<file path="src/rtl/sar_cmp_scan.sv">
// rtl/sar_cmp_scan.sv - successive-approximation scan controller for the shared comparator
//
// Steps through the enabled channels in ch_en (latched at scan start). For each
// channel it selects the comparator mux, lets it settle, then runs a 10-bit
// binary search on DAC1 using the double-synchronised comparator output.
//
// Ports:
//   clk, srst      system clock, synchronous active-high reset
//   start          one-cycle scan request (ignored while busy)
//   abort          stop everything, clear results (wins over start)
//   cont           continuous mode, sampled when a scan ends
//   ch_en[7:0]     channel enable mask
//   comp_o         asynchronous comparator output (1: input >= DAC)
//   cmp_sel[7:0]   one-hot comparator mux select
//   dac1[9:0]      DAC1 code, dac1_en DAC1 enable
//   busy           scan in progress
//   res_vld        one-cycle result strobe with res_ch[2:0] / res_dat[9:0]
//   scan_done      one-cycle end-of-scan strobe
module sar_cmp_scan #(
  parameter int CH_SETTLE  = 8,
  parameter int BIT_SETTLE = 4
) (
  input  logic       clk,
  input  logic       srst,
  input  logic       start,
  input  logic       abort,
  input  logic       cont,
  input  logic [7:0] ch_en,
  input  logic       comp_o,
  output logic [7:0] cmp_sel,
  output logic [9:0] dac1,
  output logic       dac1_en,
  output logic       busy,
  output logic       res_vld,
  output logic [2:0] res_ch,
  output logic [9:0] res_dat,
  output logic       scan_done
);

  localparam int CNT_MAX = (CH_SETTLE > BIT_SETTLE) ? CH_SETTLE : BIT_SETTLE;
  localparam int CW      = $clog2(CNT_MAX + 1);

  typedef enum logic [1:0] {IDLE, SEL, TRIAL, STORE} state_t;

  state_t          state, state_n;
  logic [7:0]      mask;
  logic [2:0]      ch;
  logic [3:0]      bit_idx;
  logic [9:0]      code;
  logic [CW-1:0]   cnt;
  logic            sync1, sync2;
  logic [2:0]      res_ch_q;
  logic [9:0]      res_dat_q;
  logic            empty_done;

  logic [7:0]      higher;
  logic [9:0]      trial_code;
  logic [9:0]      new_code;
  logic            sel_end;
  logic            trial_end;
  logic            start_ok;
  logic            relatch;

  // Index of the lowest set bit (0 when none set; callers guard with a non-zero test).
  function automatic logic [2:0] lowest(input logic [7:0] m);
    logic [2:0] r;
    r = 3'd0;
    for (int i = 7; i >= 0; i--) begin
      if (m[i]) r = 3'(i);
    end
    return r;
  endfunction

  // Mask bits strictly above channel c; 2<<7 overflows to 0, giving an empty set.
  assign higher     = mask & ~((8'd2 << ch) - 8'd1);
  assign trial_code = code | (10'b1 << bit_idx);
  // The trial bit is kept only when the comparator says input >= trial code.
  assign new_code   = sync2 ? trial_code : code;
  assign sel_end    = (cnt == CW'(CH_SETTLE - 1));
  assign trial_end  = (cnt == CW'(BIT_SETTLE - 1));
  assign start_ok   = start && (|ch_en);
  assign relatch    = cont && (|ch_en);

  assign res_ch  = res_ch_q;
  assign res_dat = res_dat_q;

  always_ff @(posedge clk) begin
    if (srst) begin
      state <= IDLE;
    end else begin
      state <= state_n;
    end
  end

  always_comb begin
    state_n   = state;
    cmp_sel   = 8'h00;
    dac1      = 10'h000;
    dac1_en   = 1'b0;
    busy      = 1'b0;
    res_vld   = 1'b0;
    scan_done = empty_done;
    case (state)
      IDLE: begin
        if (start_ok) state_n = SEL;
      end
      SEL: begin
        cmp_sel = 8'b1 << ch;
        dac1_en = 1'b1;
        busy    = 1'b1;
        if (sel_end) state_n = TRIAL;
      end
      TRIAL: begin
        cmp_sel = 8'b1 << ch;
        dac1    = trial_code;
        dac1_en = 1'b1;
        busy    = 1'b1;
        if (trial_end && (bit_idx == 4'd0)) state_n = STORE;
      end
      STORE: begin
        cmp_sel = 8'b1 << ch;
        dac1    = code;
        dac1_en = 1'b1;
        busy    = 1'b1;
        res_vld = 1'b1;
        if (|higher) begin
          state_n = SEL;
        end else begin
          scan_done = 1'b1;
          state_n   = relatch ? SEL : IDLE;
        end
      end
      default: state_n = IDLE;
    endcase
    if (abort) state_n = IDLE;
  end

  always_ff @(posedge clk) begin
    if (srst || abort) begin
      mask       <= 8'h00;
      ch         <= 3'd0;
      bit_idx    <= 4'd0;
      code       <= 10'h000;
      cnt        <= '0;
      sync1      <= 1'b0;
      sync2      <= 1'b0;
      res_ch_q   <= 3'd0;
      res_dat_q  <= 10'h000;
      empty_done <= 1'b0;
    end else begin
      sync1      <= comp_o;
      sync2      <= sync1;
      // An empty-mask request still acknowledges with a lone scan_done.
      empty_done <= (state == IDLE) && start && !(|ch_en);
      case (state)
        IDLE: begin
          cnt <= '0;
          if (start_ok) begin
            mask <= ch_en;
            ch   <= lowest(ch_en);
          end
        end
        SEL: begin
          if (sel_end) begin
            cnt     <= '0;
            bit_idx <= 4'd9;
            code    <= 10'h000;
          end else begin
            cnt <= cnt + 1'b1;
          end
        end
        TRIAL: begin
          if (trial_end) begin
            cnt  <= '0;
            code <= new_code;
            if (bit_idx == 4'd0) begin
              res_ch_q  <= ch;
              res_dat_q <= new_code;
            end else begin
              bit_idx <= bit_idx - 1'b1;
            end
          end else begin
            cnt <= cnt + 1'b1;
          end
        end
        STORE: begin
          cnt <= '0;
          if (|higher) begin
            ch <= lowest(higher);
          end else if (relatch) begin
            mask <= ch_en;
            ch   <= lowest(ch_en);
          end
        end
        default: cnt <= '0;
      endcase
    end
  end

endmodule

</file>
<file path="config.mk">
export PLATFORM = sky130hd
export DESIGN_NAME = sar_cmp_scan
export DESIGN_NICKNAME = d
export VERILOG_FILES = /design/src/rtl/sar_cmp_scan.sv
export SDC_FILE = /design/constraint.sdc
export NUM_CORES = 1
export LEC_CHECK = 0
export BUFFER_PORTS_ARGS = -buffer_cell sky130_fd_sc_hd__buf_2
export CORE_MARGIN = 3
export CORE_UTILIZATION = 44
export CTS_CLUSTER_DIAMETER = 50
export DETAILED_ROUTE_END_ITERATION = 16
export PLACE_DENSITY = 0.65
export RECOVER_POWER = 100
export SYNTH_ARGS = -nofsm -noshare
export SYNTH_HDL_FRONTEND = slang
export SYNTH_SLANG_ARGS = --single-unit
</file>
<file path="constraint.sdc">
create_clock -name clk -period 5.2 [get_ports clk]
set_input_delay 1.04 -clock clk [delete_from_list [all_inputs] [get_ports clk]]
set_output_delay 1.04 -clock clk [all_outputs]
set_load 0.05 [all_outputs]
</file>
==> Implementation_results.wiki, run 1 <==
{| class="wikitable"
! Metric !! Value
|-
| Final Hold Violating Endpoints || 0
|-
| Height of the die || 84.30 um
|-
| Relative area change from synthesis to final layout || 10.44%
|-
| Clk_lat worst skew || 300 ps
|-
| Count of hold buffers inserted by post-cts repair || 0
|-
| Clock Skew || 7.555 ps
|-
| Startpoint-to-endpoint class of the critical path || flip-flop to output pin
|-
| Cell depth of the worst flop-to-flop path || 9
|-
| Max cap viols || 1
|-
| Total overflow reported by the global router || 0
|-
| Worst Hold Path EP || sync2
|-
| Portion of the post-synthesis area used by sequential elements || 34.14%
|-
| RSZ-0062 raised after global routing || false
|-
| Buffers on Ports || 48
|-
| Kind of end point of the critical path || output pin
|-
| Yosys Warn Count || 0
|-
| First drt pass iteration count || 4
|-
| Count of clock tree sinks || 46
|-
| Hold Path Cell Cnt || 1
|-
| Cell-by-cell listing of the critical path || nand2b_1 > or2_2 > ha_1 > or3b_1 > a21oi_1 > o22ai_1 > nor2_1 > a21o_1 > clkbuf_1
|-
| Standard-cell row count || 27
|-
| Number of nets in the finished design || 421
|-
| Top-Level Pins || 49
|-
| Mapped Avg Cell Area || 7.473 um^2
|-
| Number of post-CTS setup repair buffers || 0
|-
| Worst setup path startpoint || ch[1]
|-
| Kind of cell adding the most delay to the critical path || simple AND/OR/NAND/NOR gates
|-
| Arrival time of data at the critical path endpoint || 3180 ps
|-
| Antenna diode count || 0
|-
| Main flop type after synthesis || sky130_fd_sc_hd__dfxtp_1
|-
| Drt wl/cell || 14.14 um
|-
| Overall die area || 7106 um^2
|-
| Top cell type's share of synthesized area || 34.14%
|-
| Worst max-slew margin expressed relative to the limit || -46.56%
|-
| Cell with the largest stage delay on the worst path || sky130_fd_sc_hd__dfxtp_1
|-
| Clock root buffer master || sky130_fd_sc_hd__clkbuf_8
|-
| Global-route wire length before repair || 11.07 mm
|-
| Final critical delay including setup and external delays || 4222 ps
|-
| Worst Setup Start Kind || flip-flop
|-
| Remaining antenna violation count after routing || 0
|-
| Run status || complete, but fails checks
|-
| Pwr dens || 233.6 nW/um^2
|-
| TritonCTS clock tree || built
|-
| Highest net fanout along the worst path || 16
|-
| Arithmetic-cell share of the synthesized area counting full adders, half adders and majority gates || 5.102%
|-
| Maximum number of buffers from clock root to sink || 2
|-
| Synth area leader || sky130_fd_sc_hd__dfxtp_1
|-
| Slew @ Worst Pin || 2198 ps
|-
| Synthesized-area fraction occupied by xor and xnor cells || 0.9740%
|-
| Wl on met1 || 3.144 mm
|-
| Detailed Route WL || 6.630 mm
|-
| Overall fraction of global-route tracks in use || 18.79%
|-
| Post_cts resized || 0
|-
| Largest net degree at the start of global routing || 39
|-
| Reg-to-Reg Start || ch[1]
|-
| Cells taking the most area after synthesis || sky130_fd_sc_hd__dfxtp_1, sky130_fd_sc_hd__nor2_1, sky130_fd_sc_hd__a21oi_1
|-
| Synth Net Count || 386
|-
| Wire length on met2 || 3.072 mm
|-
| Share of synthesized area spent on multiplexers || 1.902%
|-
| Overall via count from detail_route || 2561
|-
| Flop-to-flop setup slack || 1650 ps
|-
| Synth Instances || 361
|-
| Residual DRC count || 0
|-
| Initial Utilization || 47.25%
|-
| Post-Synth Simple-Gate Area || 28.94%
|-
| Violations in the final reports || capacitance limit, slew limit
|-
| R2r endpoint || ch[2]
|-
| Number of synthesized flops with an enable pin || 0
|-
| Overall die width || 84.30 um
|-
| H-Tree Level Count || 2
|-
| Startpoint of the worst hold path || sync1
|-
| Cell Count, Final, Fillers Out || 469
|-
| Post-detailed-placement half-perimeter wirelength || 4.828 mm
|-
| Clock transition at the registers of the reported paths || 80 ps
|-
| TritonCTS buffer count || 5
|-
| Iteration-0 DRC count of the detailed router || 132
|-
| Summed instance area of the synthesized netlist || 2698 um^2
|-
| Count of placed standard cells including taps || 461
|-
| Initial antenna violation count || 0
|-
| Final weighted congestion in routability-driven placement || 0.8478
|-
| Vias per cell || 5.461
|-
| Worst min-delay path category || flip-flop to flip-flop
|-
| Setup Total Neg Slack || 0 ps
|-
| Met3 Routed Length || 320 um
|-
| Leakage power || 0.001087 uW
|-
| Distinct cell type count of the synthesized netlist || 53
|-
| Number of buffers and inverters on the critical path || 1
|-
| Final setup violation count || 0
|-
| Util after Layout || 52.18%
|-
| Max Freq || 236.9 MHz
|-
| Fraction of registers with async set or reset after synthesis || 0%
|-
| Via count of the first global-routing pass || 2340
|-
| Most common cell after layout, fill and taps aside || sky130_fd_sc_hd__nor2_1
|-
| Biggest cell delay along the critical path || 610 ps
|-
| Portion of the clock cycle consumed by the worst path in the final layout || 81.19%
|-
| Largest family of logic cells by synthesized area || simple AND/OR/NAND/NOR gates
|-
| Core area || 5709 um^2
|-
| Synthesized-area fraction occupied by ao, oa, aoi and oai cells || 23.65%
|-
| Worst VDD drop || 0.1212 mV
|-
| Critical path data required time || 4160 ps
|-
| Uppermost signal routing layer after detailed routing || met4
|-
| Final max-slew violation count || 39
|-
| Top library cells by usage in the layout, fill and taps aside || sky130_fd_sc_hd__nor2_1, sky130_fd_sc_hd__dfxtp_1, sky130_fd_sc_hd__a21oi_1
|-
| Fraction of final layout cells sized beyond drive strength 1 || 7.053%
|-
| Number of register bits inferred by synthesis || 46
|}
how the worst max path moves through the flow:
stage	cells past startpoint	to	slack (ps)
2_1_floorplan	10	scan_done	1760
3_3_place_gp	9	scan_done	1640
3_5_place_dp	9	scan_done	1550
4_1_cts	9	scan_done	1220
5_1_grt	9	scan_done	730
6_report	9	scan_done	980
synthesized netlist by cell type (2+ instances only):
library cell and count:
sky130_fd_sc_hd__inv_1 12, sky130_fd_sc_hd__nand3b_1 2, sky130_fd_sc_hd__a21oi_1 45, sky130_fd_sc_hd__xor2_1 3, sky130_fd_sc_hd__a22oi_1 2, sky130_fd_sc_hd__o31a_1 2, sky130_fd_sc_hd__o21ai_0 12, sky130_fd_sc_hd__o21ai_1 11
sky130_fd_sc_hd__nor2_1 67, sky130_fd_sc_hd__buf_2 3, sky130_fd_sc_hd__clkbuf_1 16, sky130_fd_sc_hd__or2_2 3, sky130_fd_sc_hd__nor3_1 11, sky130_fd_sc_hd__mux2i_1 4, sky130_fd_sc_hd__nand2_1 21, sky130_fd_sc_hd__a21o_1 5
sky130_fd_sc_hd__ha_1 11, sky130_fd_sc_hd__dfxtp_1 46, sky130_fd_sc_hd__nor3b_1 4, sky130_fd_sc_hd__a31oi_1 9, sky130_fd_sc_hd__nor4_1 3, sky130_fd_sc_hd__or4_1 3, sky130_fd_sc_hd__and3_1 5, sky130_fd_sc_hd__nand2b_1 7
sky130_fd_sc_hd__or2_1 3, sky130_fd_sc_hd__a211oi_1 2, sky130_fd_sc_hd__nor2b_1 6, sky130_fd_sc_hd__nand3_1 14, sky130_fd_sc_hd__and3b_1 3, sky130_fd_sc_hd__o21bai_1 2, sky130_fd_sc_hd__and2_1 2
registers in the layout (all words and copies together) (netlist names), 2 cells and up:
signal	cells
bit_idx	4
ch	3
cnt	4
code	10
mask	7
res_ch	3
res_dat	10
state	2
power by group:
part	total, uW	switching, uW	internal (uW)
clock	264	122	142
combinational	71.4	49.4	21.9
sequential	360	4.73	356
kinds of logic after synthesis:
group	after synthesis
buf+inv	34
compound gates	102
flops	46
mux	5
fa+ha+maj	11
xor+xnor	3
simple gates	160
stage by stage:
stage / power [uW] / setup WS, ps / cell area (um^2) / hold WS [ps]
after CTS: 708.0 / 1223 / 3050 / 437.5
final: 695.8 / 978.2 / 2979 / 432.5
after floorplan: 424.1 / 1758 / 2698 / 405.7
after global placement: 443.5 / 1641 / 2942 / 416.5
after detailed placement: 444.1 / 1554 / 2942 / 417.1
after global routing: 725.7 / 726.3 / 2979 / 459.9
final cells by class:
class                           instances  area, um^2
Sequential cell                        46       920.9
Inverter                               13       48.80
Multi-Input combinational cell        281        1610
Timing Repair Buffer                   49       200.2
Clock inverter                          3       40.04
Fill cell                             587        2730
Clock buffer                            5       68.82
Tap cell                               72       90.09
worst register-to-register path, stage by stage (launching register included):
cell,delay (ps)
sky130_fd_sc_hd__dfxtp_1,610
sky130_fd_sc_hd__nand2b_1,210
sky130_fd_sc_hd__or2_2,120
sky130_fd_sc_hd__ha_1,320
sky130_fd_sc_hd__or3b_1,410
sky130_fd_sc_hd__a21oi_1,210
sky130_fd_sc_hd__o22ai_1,230
sky130_fd_sc_hd__o311ai_0,900
sky130_fd_sc_hd__a221o_1,250
sky130_fd_sc_hd__a21oi_1,80
per-layer routing:
metal / GRT usage, % / up-vias
li1: - / 1331
met1: 25.33 / 1167
met2: 30.49 / 54
met3: 3.435 / 9
met4: 5.848 / 0
met5: 0 / -
(Power assumes the default switching activity.)
==> run 2, diff against run 1 <==
- clock period: 5.2 -> 4.3 ns (I/O delays scaled with it)
==> run 2 against run 1 <==
Net effect: the run still ends with capacitance limit, slew limit left; design area grew 0.46%; critical path depth is the same; clock power grew 25%; via count grew 0.51%; die area is the same; sequential cell count is the same; critical path type unchanged; critical endpoint unchanged; largest power group unchanged.
==> Implementation_results.wiki, run 2 (synthesized netlist as in run 1, its figures left out) <==
{| class="wikitable"
! Metric !! Value
|-
| Run status || complete, but fails checks
|-
| Violations in the final reports || capacitance limit, slew limit
|-
| Area of the multi-input gates || 1610 um^2
|-
| Overall via count from detail_route || 2574
|-
| Final Hold Violating Endpoints || 0
|-
| Leakage power || 0.001087 uW
|-
| Antenna diode count || 0
|-
| Portion of the clock cycle consumed by the worst path in the final layout || 89.80%
|-
| Global-route wire length before repair || 11.21 mm
|-
| Remaining antenna violation count after routing || 0
|-
| Top library cells by usage in the layout, fill and taps aside || sky130_fd_sc_hd__nor2_1, sky130_fd_sc_hd__dfxtp_1, sky130_fd_sc_hd__a21oi_1
|-
| Initial Utilization || 47.25%
|-
| Final critical-path setup slack || 438.7 ps
|-
| Worst min-delay path category || flip-flop to flip-flop
|-
| Flop-to-flop setup slack || 720 ps
|-
| Worst setup path startpoint || ch[1]
|-
| Count of hold buffers inserted by post-cts repair || 0
|-
| Reg-to-Reg Start || ch[1]
|-
| Clock transition at the registers of the reported paths || 90 ps
|-
| TritonCTS buffer count || 5
|-
| Worst Hold Path EP || sync2
|-
| Clock root buffer master || sky130_fd_sc_hd__clkbuf_8
|-
| Top-Level Pins || 49
|-
| Buffers on Ports || 48
|-
| Worst VDD drop || 0.1634 mV
|-
| R2r endpoint || ch[2]
|-
| Worst max-slew margin expressed relative to the limit || -50.41%
|-
| TritonCTS clock tree || built
|-
| Setup Total Neg Slack || 0 ps
|-
| Post-detailed-placement half-perimeter wirelength || 4.807 mm
|-
| Highest net fanout along the worst path || 16
|-
| Height of the die || 84.30 um
|-
| Cell depth of the worst flop-to-flop path || 9
|-
| Detailed Route WL || 6.695 mm
|-
| Post_cts resized || 0
|-
| H-Tree Level Count || 2
|-
| Register area || 920.9 um^2
|-
| Slew @ Worst Pin || 2256 ps
|-
| Max cap viols || 1
|-
| Iteration-0 DRC count of the detailed router || 133
|-
| Post-Place Worst Slack || 846.2 ps
|-
| Critical path data required time || 3440 ps
|-
| Pwr dens || 284.7 nW/um^2
|-
| Largest net degree at the start of global routing || 39
|-
| FILL cells || 578
|-
| Overall fraction of global-route tracks in use || 18.88%
|-
| Final setup violation count || 0
|-
| Maximum number of buffers from clock root to sink || 2
|-
| Post-detailed-placement cell area || 2949 um^2
|-
| Worst Setup Start Kind || flip-flop
|-
| Startpoint of the worst hold path || sync1
|-
| Final critical delay including setup and external delays || 3861 ps
|-
| Total overflow reported by the global router || 0
|-
| Startpoint-to-endpoint class of the critical path || flip-flop to output pin
|-
| Relative area change from synthesis to final layout || 10.95%
|-
| Fraction of final layout cells sized beyond drive strength 1 || 7.538%
|-
| Drt wl/cell || 14.24 um
|-
| Final instance area || 2993 um^2
|-
| Count of clock tree sinks || 46
|-
| Via count of the first global-routing pass || 2332
|-
| Core area || 5709 um^2
|-
| Number of nets in the finished design || 422
|-
| Final weighted congestion in routability-driven placement || 0.8399
|-
| Standard-cell row count || 27
|-
| Clk_lat worst skew || 300 ps
|-
| Overall die area || 7106 um^2
|-
| Residual DRC count || 0
|-
| Most common cell after layout, fill and taps aside || sky130_fd_sc_hd__nor2_1
|-
| Final Total Pwr || 852.0 uW
|-
| Overall die width || 84.30 um
|-
| Final max-slew violation count || 39
|-
| Hold Path Cell Cnt || 1
|-
| Vias per cell || 5.477
|-
| RSZ-0062 raised after global routing || false
|-
| Initial antenna violation count || 0
|-
| Clock Skew || 9.822 ps
|-
| Max Freq || 259.0 MHz
|-
| Number of post-CTS setup repair buffers || 0
|-
| First drt pass iteration count || 4
|-
| Kind of end point of the critical path || output pin
|-
| Arrival time of data at the critical path endpoint || 3000 ps
|}
## run 2: critical path, cell delays in order (launching register included)
cell	delay (ps)
sky130_fd_sc_hd__dfxtp_1	620
sky130_fd_sc_hd__nand2b_1	200
sky130_fd_sc_hd__or2_2	130
sky130_fd_sc_hd__ha_1	330
sky130_fd_sc_hd__or3b_1	400
sky130_fd_sc_hd__a21oi_1	200
sky130_fd_sc_hd__o22ai_1	230
sky130_fd_sc_hd__nor2_1	190
sky130_fd_sc_hd__a21o_1	130
sky130_fd_sc_hd__clkbuf_2	270
## run 2: layout make-up
cell class	instances	share of cell area [%]
multi-input combinational	281	53.80
sequential	46	30.77
timing repair buffer	50	6.982
tap	72	3.010
clock buffer	5	2.299
inverter	13	1.630
clock inverter	3	1.505
## run 2: report_power, final
part,internal (uW),switching [uW]
Clock,173,156
Sequential,430,5.43
Combinational,26.6,60.5
Total,630,222
## run 2: worst max-delay path by stage
| stage | cells after the start | endpoint | slack, ps |
|---|---|---|---|
| 3_3_place_gp | 9 | scan_done | 930 |
| 6_report | 9 | scan_done | 440 |
| 4_1_cts | 9 | scan_done | 500 |
| 2_1_floorplan | 10 | scan_done | 1040 |
| 5_1_grt | 9 | scan_done | 230 |
| 3_5_place_dp | 9 | scan_done | 850 |
## run 2: stage by stage
step	util [%]	std cells	hold slack [ps]
finish	52.42	470	440.4
CTS	53.65	470	445.9
global route	52.42	470	474.7
detailed placement	51.65	462	425.0
global placement	51.65	462	415.2
floorplan	-	361	405.7
## run 2: layer usage
metal / wire length [um] / share of wire [%] / track usage (%) / vias up
li1: - / - / - / 1339
met1: 3217 / 48 / 26.31 / 1182
met2: 3115 / 47 / 30.63 / 49
met3: 322 / 4.8 / 3.238 / 4
met4: 40 / 0.60 / 4.094 / 0
met5: 0 / 0 / 0 / -
==> run 3, diff against run 2 <==
- CORE_MARGIN: 3 -> not set
==> run 3 against run 2 <==
Net effect: die area fell by 9.3%; the run still ends with capacitance limit, slew limit left; critical path type unchanged; critical path depth did not move; total power fell by 7.0%; combinational power shrank 2.9%; sequential power about the same; largest power group unchanged; cell count up 0.43%; maximum frequency grew 2.6%; design area is 1.3% lower.
==> Implementation_results.wiki, run 3 (synthesized netlist as in run 1, its figures left out) <==
{| class="wikitable"
! Metric !! Value
|-
| Run status || complete, but fails checks
|-
| Violations in the final reports || capacitance limit, slew limit
|-
| Antenna diode count || 0
|-
| Clk_lat worst skew || 300 ps
|-
| Fraction of final layout cells sized beyond drive strength 1 || 7.053%
|-
| Leakage power || 0.001074 uW
|-
| Final setup violation count || 0
|-
| Cell Count, Final, Fillers Out || 472
|-
| Vias per cell || 5.498
|-
| Core area || 5921 um^2
|-
| Iteration-0 DRC count of the detailed router || 86
|-
| Worst min-delay path category || flip-flop to flip-flop
|-
| Worst max-slew margin expressed relative to the limit || -50.29%
|-
| Clock transition at the registers of the reported paths || 80 ps
|-
| Final max-slew violation count || 39
|-
| Highest net fanout along the worst path || 16
|-
| Overall die width || 80.30 um
|-
| Setup Total Neg Slack || 0 ps
|-
| TritonCTS clock tree || built
|-
| Portion of the clock cycle consumed by the worst path in the final layout || 87.53%
|-
| Startpoint-to-endpoint class of the critical path || flip-flop to output pin
|-
| Total overflow reported by the global router || 0
|-
| First drt pass iteration count || 4
|-
| Height of the die || 80.30 um
|-
| Worst VDD drop || 0.1177 mV
|-
| Overall fraction of global-route tracks in use || 21.78%
|-
| Post_cts resized || 0
|-
| Count of hold buffers inserted by post-cts repair || 0
|-
| Max cap viols || 1
|-
| Biggest cell delay along the critical path || 610 ps
|-
| Number of nets in the finished design || 421
|-
| Cell with the largest stage delay on the worst path || sky130_fd_sc_hd__dfxtp_1
|-
| Initial antenna violation count || 0
|-
| Clock root buffer master || sky130_fd_sc_hd__clkbuf_8
|-
| Count of clock tree sinks || 46
|-
| Worst Setup Start Kind || flip-flop
|-
| Overall via count from detail_route || 2595
|-
| Residual DRC count || 0
|-
| TritonCTS buffer count || 5
|-
| Number of post-CTS setup repair buffers || 0
|-
| H-Tree Level Count || 2
|-
| Final weighted congestion in routability-driven placement || 0.7866
|-
| Top-Level Pins || 49
|-
| Top library cells by usage in the layout, fill and taps aside || sky130_fd_sc_hd__nor2_1, sky130_fd_sc_hd__dfxtp_1, sky130_fd_sc_hd__a21oi_1
|-
| Clock Skew || 11.01 ps
|-
| Most common cell after layout, fill and taps aside || sky130_fd_sc_hd__nor2_1
|-
| Arrival time of data at the critical path endpoint || 2900 ps
|-
| Kind of cell adding the most delay to the critical path || simple AND/OR/NAND/NOR gates
|-
| Relative area change from synthesis to final layout || 9.508%
|-
| Via count of the first global-routing pass || 2480
|-
| Final critical delay including setup and external delays || 3764 ps
|-
| Drt wl/cell || 13.63 um
|-
| Max Freq || 265.7 MHz
|-
| Largest net degree at the start of global routing || 39
|-
| Slew @ Worst Pin || 2254 ps
|-
| Critical path data required time || 3440 ps
|-
| Buffers on Ports || 48
|-
| Remaining antenna violation count after routing || 0
|-
| Cell-by-cell listing of the critical path || nand2b_1 > or2_2 > ha_1 > or3b_1 > a21oi_1 > o22ai_1 > nor2_1 > a21o_1 > clkbuf_2
|-
| Final Hold Violating Endpoints || 0
|-
| Global-route wire length before repair || 11.09 mm
|-
| Maximum number of buffers from clock root to sink || 2
|-
| Pwr dens || 268.3 nW/um^2
|-
| Detailed Route WL || 6.435 mm
|-
| Post-detailed-placement half-perimeter wirelength || 4.709 mm
|-
| Final Total Pwr || 792.6 uW
|-
| RSZ-0062 raised after global routing || false
|-
| Initial Utilization || 45.56%
|-
| Number of buffers and inverters on the critical path || 1
|-
| Overall die area || 6448 um^2
|-
| Standard-cell row count || 28
|-
| Kind of end point of the critical path || output pin
|-
| Count of placed standard cells including taps || 464
|}
[run 3: final timing paths]
check / slack (ps) / end / startpoint / cells after the start
min: 440 / sync2 / sync1 / 1
min reg2reg: 440 / sync2 / sync1 / 1
max reg2reg: 840 / ch[2] / ch[1] / 9
max: 540 / scan_done / ch[1] / 9
[run 3: worst register-to-register path, stage by stage (launching register included)]
cell	delay [ps]
sky130_fd_sc_hd__dfxtp_1	610
sky130_fd_sc_hd__nand2b_1	210
sky130_fd_sc_hd__or2_2	120
sky130_fd_sc_hd__ha_1	320
sky130_fd_sc_hd__or3b_1	410
sky130_fd_sc_hd__a21oi_1	210
sky130_fd_sc_hd__o22ai_1	200
sky130_fd_sc_hd__o311ai_0	870
sky130_fd_sc_hd__a221o_1	240
sky130_fd_sc_hd__a21oi_1	70
[run 3: stage by stage]
step / area, um^2 / setup slack, ps / hold slack, ps / utilization, %
floorplan: 2698 / 1038 / 405.7 / -
global placement: 2945 / 928.9 / 417.1 / 49.75
detailed placement: 2945 / 851.1 / 421.2 / 49.75
CTS: 3038 / 517.5 / 443.7 / 51.31
global route: 2954 / 289.3 / 455.8 / 49.89
finish: 2954 / 536.3 / 435.7 / 49.89
[run 3: layout make-up]
type	count	area, um^2
Tap cell	75	93.84
Inverter	13	48.80
Sequential cell	46	920.9
Multi-Input combinational cell	281	1597
Timing Repair Buffer	49	201.4
Clock buffer	5	68.82
Clock inverter	3	23.77
Fill cell	616	2967
[run 3: routing by layer]
| layer | part of all wire (%) | GRT usage (%) |
|---|---|---|
| met1 | 45 | 25.53 |
| met4 | 0.56 | 4.286 |
| met2 | 51 | 41.45 |
| met3 | 3.8 | 3.295 |
| met5 | 0 | 0 |
[run 3: where the power goes]
part / total, uW / internal, uW / switching [uW]
clock network: 272 / 116 / 156
logic: 84.7 / 26.6 / 58.2
registers: 436 / 430 / 5.59
total: 793 / 573 / 219
